### config.mk
export PLATFORM = sky130hd
export DESIGN_NAME = prim_generic_sync_filter
export DESIGN_NICKNAME = d
export VERILOG_FILES = /design/src/rtl/prim_generic_sync_filter_pkg.sv /design/src/rtl/prim_generic_sync_filter_bit.sv /design/src/rtl/prim_generic_sync_filter.sv
export SDC_FILE = /design/constraint.sdc
export NUM_CORES = 1
export LEC_CHECK = 0
export BUFFER_PORTS_ARGS = -buffer_cell sky130_fd_sc_hd__buf_2
export CAP_MARGIN = 20
export CELL_PAD_IN_SITES_DETAIL_PLACEMENT = 0
export CELL_PAD_IN_SITES_GLOBAL_PLACEMENT = 1
export CORE_ASPECT_RATIO = 2
export CORE_UTILIZATION = 50
export CTS_BUF_LIST = sky130_fd_sc_hd__clkbuf_4
export CTS_CLUSTER_SIZE = 14
export DETAILED_ROUTE_END_ITERATION = 8
export PLACE_DENSITY_LB_ADDON = 0.12
export SYNTH_ARGS = -nofsm -noshare
export SYNTH_HDL_FRONTEND = slang
export SYNTH_HIERARCHICAL = 1
export SYNTH_SLANG_ARGS = --single-unit
### constraint.sdc
create_clock -name clk_i -period 1.4 [get_ports clk_i]
set_clock_uncertainty 0.15 [all_clocks]
set_input_delay 0.14 -clock clk_i [delete_from_list [all_inputs] [get_ports clk_i]]
set_output_delay 0.14 -clock clk_i [all_outputs]
set_load 0.01 [all_outputs]
### src/rtl/prim_generic_sync_filter_pkg.sv
// Shared helpers for the synchroniser/stability-filter primitive.
package prim_generic_sync_filter_pkg;

  // Counter width able to hold 0..filter_cycles; never narrower than one bit.
  function automatic int unsigned cnt_width(input int unsigned filter_cycles);
    return (filter_cycles < 1) ? 1 : $clog2(filter_cycles + 1);
  endfunction

endpackage

### src/rtl/prim_generic_sync_filter_bit.sv
// One bit of the synchroniser: sync chain, stability counter, accepted level
// and registered rise/fall strobes.
module prim_generic_sync_filter_bit
  import prim_generic_sync_filter_pkg::*;
#(
  parameter int unsigned Stages       = 2,
  parameter int unsigned FilterCycles = 4,
  parameter logic        ResetValue   = 1'b0
) (
  input  logic clk_i,
  input  logic rst_i,
  input  logic d_i,
  input  logic en_i,
  output logic q_o,
  output logic rise_o,
  output logic fall_o
);

  localparam int unsigned   CntW   = cnt_width(FilterCycles);
  localparam logic [CntW-1:0] CntMax = CntW'(FilterCycles - 1);

  logic [Stages-1:0] sync_q;
  logic              s;
  logic              q_q, q_d;
  logic              rise_q, rise_d;
  logic              fall_q, fall_d;
  logic [CntW-1:0]   cnt_q, cnt_d;

  // Discrete reset flops forming the metastability chain; runs regardless of en_i.
  always_ff @(posedge clk_i or posedge rst_i) begin
    if (rst_i) begin
      sync_q <= {Stages{ResetValue}};
    end else begin
      sync_q <= {sync_q[Stages-2:0], d_i};
    end
  end

  assign s = sync_q[Stages-1];

  // A mismatch must persist FilterCycles consecutive cycles before acceptance.
  always_comb begin
    q_d    = q_q;
    cnt_d  = '0;
    rise_d = 1'b0;
    fall_d = 1'b0;
    if (en_i && (s != q_q)) begin
      if (cnt_q == CntMax) begin
        q_d    = s;
        rise_d = s;
        fall_d = ~s;
      end else begin
        cnt_d = cnt_q + CntW'(1);
      end
    end
  end

  always_ff @(posedge clk_i or posedge rst_i) begin
    if (rst_i) begin
      q_q    <= ResetValue;
      cnt_q  <= '0;
      rise_q <= 1'b0;
      fall_q <= 1'b0;
    end else begin
      q_q    <= q_d;
      cnt_q  <= cnt_d;
      rise_q <= rise_d;
      fall_q <= fall_d;
    end
  end

  assign q_o    = q_q;
  assign rise_o = rise_q;
  assign fall_o = fall_q;

endmodule

### src/rtl/prim_generic_sync_filter.sv
// Width-bit N-stage synchroniser with per-bit stability filter and edge strobes.
module prim_generic_sync_filter
  import prim_generic_sync_filter_pkg::*;
#(
  parameter int unsigned      Width        = 16,
  parameter int unsigned      Stages       = 2,
  parameter int unsigned      FilterCycles = 4,
  parameter logic [Width-1:0] ResetValue   = '0
) (
  input  logic             clk_i,
  input  logic             rst_i,
  input  logic [Width-1:0] d_i,
  input  logic             en_i,
  output logic [Width-1:0] q_o,
  output logic [Width-1:0] rise_o,
  output logic [Width-1:0] fall_o
);

  if (Stages < 2) begin : g_bad_stages
    $fatal(1, "prim_generic_sync_filter: Stages must be >= 2");
  end
  if (FilterCycles < 1) begin : g_bad_filter
    $fatal(1, "prim_generic_sync_filter: FilterCycles must be >= 1");
  end

  // Bits are fully independent; one filter instance per bit.
  for (genvar i = 0; i < int'(Width); i++) begin : g_bit
    prim_generic_sync_filter_bit #(
      .Stages      (Stages),
      .FilterCycles(FilterCycles),
      .ResetValue  (ResetValue[i])
    ) u_bit (
      .clk_i (clk_i),
      .rst_i (rst_i),
      .d_i   (d_i[i]),
      .en_i  (en_i),
      .q_o   (q_o[i]),
      .rise_o(rise_o[i]),
      .fall_o(fall_o[i])
    );
  end

endmodule

Yosys cells after proc, flatten, opt, wreduce, memory -nomap -nowiden
Index checks and enable logic that the tools add are counted.

word-level totals
  register bits = 128
  input bits = 19
  output and inout bits = 48

operators by class
  add/sub/neg operators = 16
  eq/ne operators = 32
  muxes and demuxes = 96
  bitwise gates (word level) = 16
  reduce and logical (&&, ||, !) cells = 32

operators by type and width
  kind                 number
  $mux 3               32
  $mux 1               64
  $add 3x1->3 const B  16
  $eq 3x2->1 const B   16
  $reduce_and 2->1     16
  $logic_and 1x1->1    16
  $ne 1x1->1           16
  $not 1->1            16

Depth between registers and ports, before layout
  depth after elaboration = 3
  mapped depth = 3
  gate-level depth less buffers = 3

Modules after synthesis
Netlist, hierarchy kept.

by module, submodules not included
  module                        times used  cells each  area each (sq um)  sequential area each (sq um)
  prim_generic_sync_filter_bit  16          19          305.3              200.2

Worst setup path before layout
OpenSTA, ideal clock, no wires.

  kind = flip-flop to flip-flop
  start point = reg g_bit[0].u_bit.cnt_q[0]
  end point = reg g_bit[0].u_bit.q_q
  setup time = 125 ps
  arrival = 1024 ps
  data required time = 1125 ps
  path slack = 101 ps
  cell stages (with the launch flop) = 4
  buffers on the path = 0
  path through = dfrtp_1 -> ha_1 -> nand3b_1 -> mux2_2

between the ends
  cells in the longest elaborated chain, start to end = 2

ends and longest elaborated chain
  element                            RTL line                            source
  start, declared                    prim_generic_sync_filter_bit.sv:27  logic [CntW-1:0] cnt_q, cnt_d;
  start signal, assigned             prim_generic_sync_filter_bit.sv:65  cnt_q <= cnt_d;
  $eq 3x2->1                         prim_generic_sync_filter_bit.sv:47  if (cnt_q == CntMax) begin
  $reduce_and 2->1 (no source line)  n/a
  end signal, assigned               prim_generic_sync_filter_bit.sv:59  q_q <= ResetValue;
  end signal, assigned               prim_generic_sync_filter_bit.sv:64  q_q <= q_d;
  end, declared                      prim_generic_sync_filter_bit.sv:24  logic q_q, q_d;

Every way passes these cells.
A chain may end at the register's enable or synchronous reset.

Final worst setup path
  start point = reg g_bit[2].u_bit.q_q
  end point = out q_o[2]

RTL lines
  element                 RTL line                            source
  start, declared         prim_generic_sync_filter_bit.sv:24
  start signal, assigned  prim_generic_sync_filter_bit.sv:59
  start signal, assigned  prim_generic_sync_filter_bit.sv:64
  end, declared           prim_generic_sync_filter.sv:14      output logic [Width-1:0] q_o,

No word-level cell between the ends.

==> summary.md <==
| Metric | Value |
|---|---|
| Status | finished, final reports clean |
| Worst path cell trace | buf_2 |
| Relative slew slack | 75.7% |
| Hold Path Origin | d_i[3] |
| Initial core utilization | 51.7% |
| CTS tree | yes |
| Pwr Density | 1180 nW/um^2 |
| H-tree Lvls | 4 |
| DRC | 0 |
| Post-route ant nets | 0 |
| Fin Hold WS | around 0.14 ns |
| Clk root buf | clkbuf_4 |
| Hold Path End | g_bit[3].u_bit/sync_q[0]$_DFF_PP0_ |
| Crit path required time | about 1.1 ns |
| HP Class | primary input to flop |
| Yosys warns | 6 |
| Worst Tran Pin Value | 0.364 ns |
| # fillers | 724 |
| Footprint of the multi-input gates | 1680 um^2 |
| Worst vdd ir | 0.709 mV |
| Final WS setup | ~0.019 ns |
| DP Wirelength | 5.51 mm |
| Vias in the first global route | ~3,100 |
| Gr ovfl total | 0 |
| Setup TNS Final | 0 ns |
| CP max-delay cell | dfrtp_1 |
| Global-route wire length before repair | 14.0 mm |
| Synthesized cell area | 4880 um^2 |
| Io pins | 67 |
| Maxcap violations | 0 |
| Final setup vio count | 0 |
| Yosys top cell area share | 65.6% |
| Largest net degree at the start of global routing | 46 |
| Syn_area_per_cell | between 15 and 20 um^2 |
| DP Area | between 5000 and 6000 um^2 |
| CP bufs+invs | 1 |
| Post-synthesis net count | roughly 340 |
| Pleak | 3.09 nW |
| Placement Setup Slack | roughly 0.013 ns |
| CTS Buf Count | 17 |
| Critical path startpoint | g_bit[2].u_bit/q_o$_DFFE_PP0P_ |
| Routability cong. | 0.673 |
| Syn Inst Count | 304 |
| Startpoint types | flop |
| Final Core Density | 65.2% |
| Buffers on Ports | 66 |
| Minimum clock period | ~1.4 ns |
| Initial antenna violation count | 1 |
| Unrepaired setup endpoints after global routing | yes |
| Top post-synthesis cells by area | dfrtp_1 66%, and4bb_2 8.2%, nor3b_1 4.9%, nor4b_2 4.9%, ha_1 4.1% |
| CP Capture Type | primary output |
| Reg clk slew, reported paths | 0.10 ns |
| Worst r2r dst | g_bit[11].u_bit/q_o$_DFFE_PP0P_ |
| CP peak stage delay | 0.44 ns |
| WS Path Type | flop to primary output |
| Clock latency on the worst-skew pair | roughly 0.5 ns |
| Nets | 485 |
| Final worst-path cycle share | a little over nine tenths |
| Die Ht | 142 um |
| WL/cell | 13.8 um |
| CP top delay family | flip-flops |
| GRT Resource Usage Total | 18.0% |
| Fin area | 6160 um^2 |
| Sequential share of the synthesized area | 65.6% |
| DR vias/cell | 4.92 |
| WHS Path Cells | 2 |
| Reg2reg setup slack | 0.03 ns |
| Register bit total from synthesis | 128 |
| Share of layout cells above drive strength 1 | 45.8% |
| Total power | ~7.3 mW |
| Core Box Area | between 9000 and 10,000 um^2 |
| Worst Path Arrival | 1.09 ns |
| Final wirelength | 8.14 mm |
| Via count of the routed design | 2,915 |
| Max Root-Sink Buffers | 2 |
| Reg2reg path depth | 3 |
| Die area | 10,200 um^2 |
| Distinct cell type count after synthesis | 10 |
| DRT Pass-1 Iters | 4 |
| Final hold vios | 0 |
| Area growth syn-to-layout | 26.2% |
| Layout Cells excl Fill | between 500 and 600 |
| TritonCTS Sinks | 128 |
| Die width | 71.9 um |
| Register Area | ~3200 um^2 |
| Top achievable clock speed | 0.724 GHz |
| DR iter-0 viols | 79 |
| Largest area contributor in the netlist | dfrtp_1 |
| Worst r2r src | g_bit[11].u_bit/cnt_q[0]$_DFF_PP0_ |
| Pins Over Slew Limit | 0 |
| Inst Count DP | 511 |
| Crit-path max FO | 5 |
| # rows | 50 |
[registers in the layout, indices dropped and copies added, names as in the netlist]
name	cells
g_bit.u_bit/rise_o	16
g_bit.u_bit/q_o	16
g_bit.u_bit/fall_o	16
g_bit.u_bit/sync_q	32
g_bit.u_bit/cnt_q	48
[logic make-up after synthesis]
group,after synthesis,synth area share (%)
buffers and inverters,16,1.23
adders and majority gates,16,4.10
DFF,128,65.6
muxes,16,3.69
xor gates and xnor gates,16,2.87
and+or+nand+nor,112,22.5
[placed cells by master (no fill, tap or decap), types with 15 or more instances in the layout]
master	instances
and4bb_2	32
mux2_2	16
nor2b_1	15
dlygate4sd3_1	18
clkbuf_4	19
buf_2	64
dfrtp_1	126
nand3b_1	16
nor4b_2	16
inv_1	16
buf_4	42
nor3b_1	32
[cell usage after synthesis, drive strengths merged]
master,count
dfrtp,128
xnor2,16
ha,16
nand3b,16
and4bb,32
nor3b,32
nor2b,16
mux2,16
nor4b,16
inv,16
[final cells by class]
type / count / share of cell area (%)
Antenna cell: 1 / 0.0406
Clock buffer: 19 / 2.31
Clock inverter: 11 / 0.832
Inverter: 16 / 0.975
Multi-Input combinational cell: 160 / 27.2
Sequential cell: 128 / 52.0
Tap cell: 130 / 2.64
Timing Repair Buffer: 127 / 13.9
[routing by layer]
layer	vias to the layer above	global-route usage [%]	share of wire, %
met3	12	4.97	2.7
met1	1464	19.2	39
met5	-	0	0
met4	0	8.36	2.0
met2	49	32.2	56
li1	1390	-	-
[power by group]
group / leakage [nW] / internal, mW / switching, mW
registers: 1.69 / 3.97 / 0.197
clock network: 0.115 / 0.675 / 1.17
logic: 1.29 / 0.751 / 0.533
total: 3.09 / 5.40 / 1.90
[timing repair]
item | CTS | global route
hold endpoints to repair | 163 | 0
pin swaps | 0 | 1
hold buffers | 18 | 0
gates resized for setup | 3 | 12
setup endpoints to repair | 16 | 35
buffers inserted | 16 | 16
[worst max-delay path by stage]
stage,to,slack [ns],cells past startpoint
after floorplan,g_bit[0].u_bit/q_o$_DFFE_PP0P_,0.10,3
after global placement,g_bit[11].u_bit/q_o$_DFFE_PP0P_,0.04,3
after detailed placement,g_bit[14].u_bit/q_o$_DFFE_PP0P_,0.01,3
after CTS,q_o[10],-0.03,1
after global routing,q_o[10],-0.05,1
final,q_o[2],0.02,1
Power figures use the tool's default switching activity.
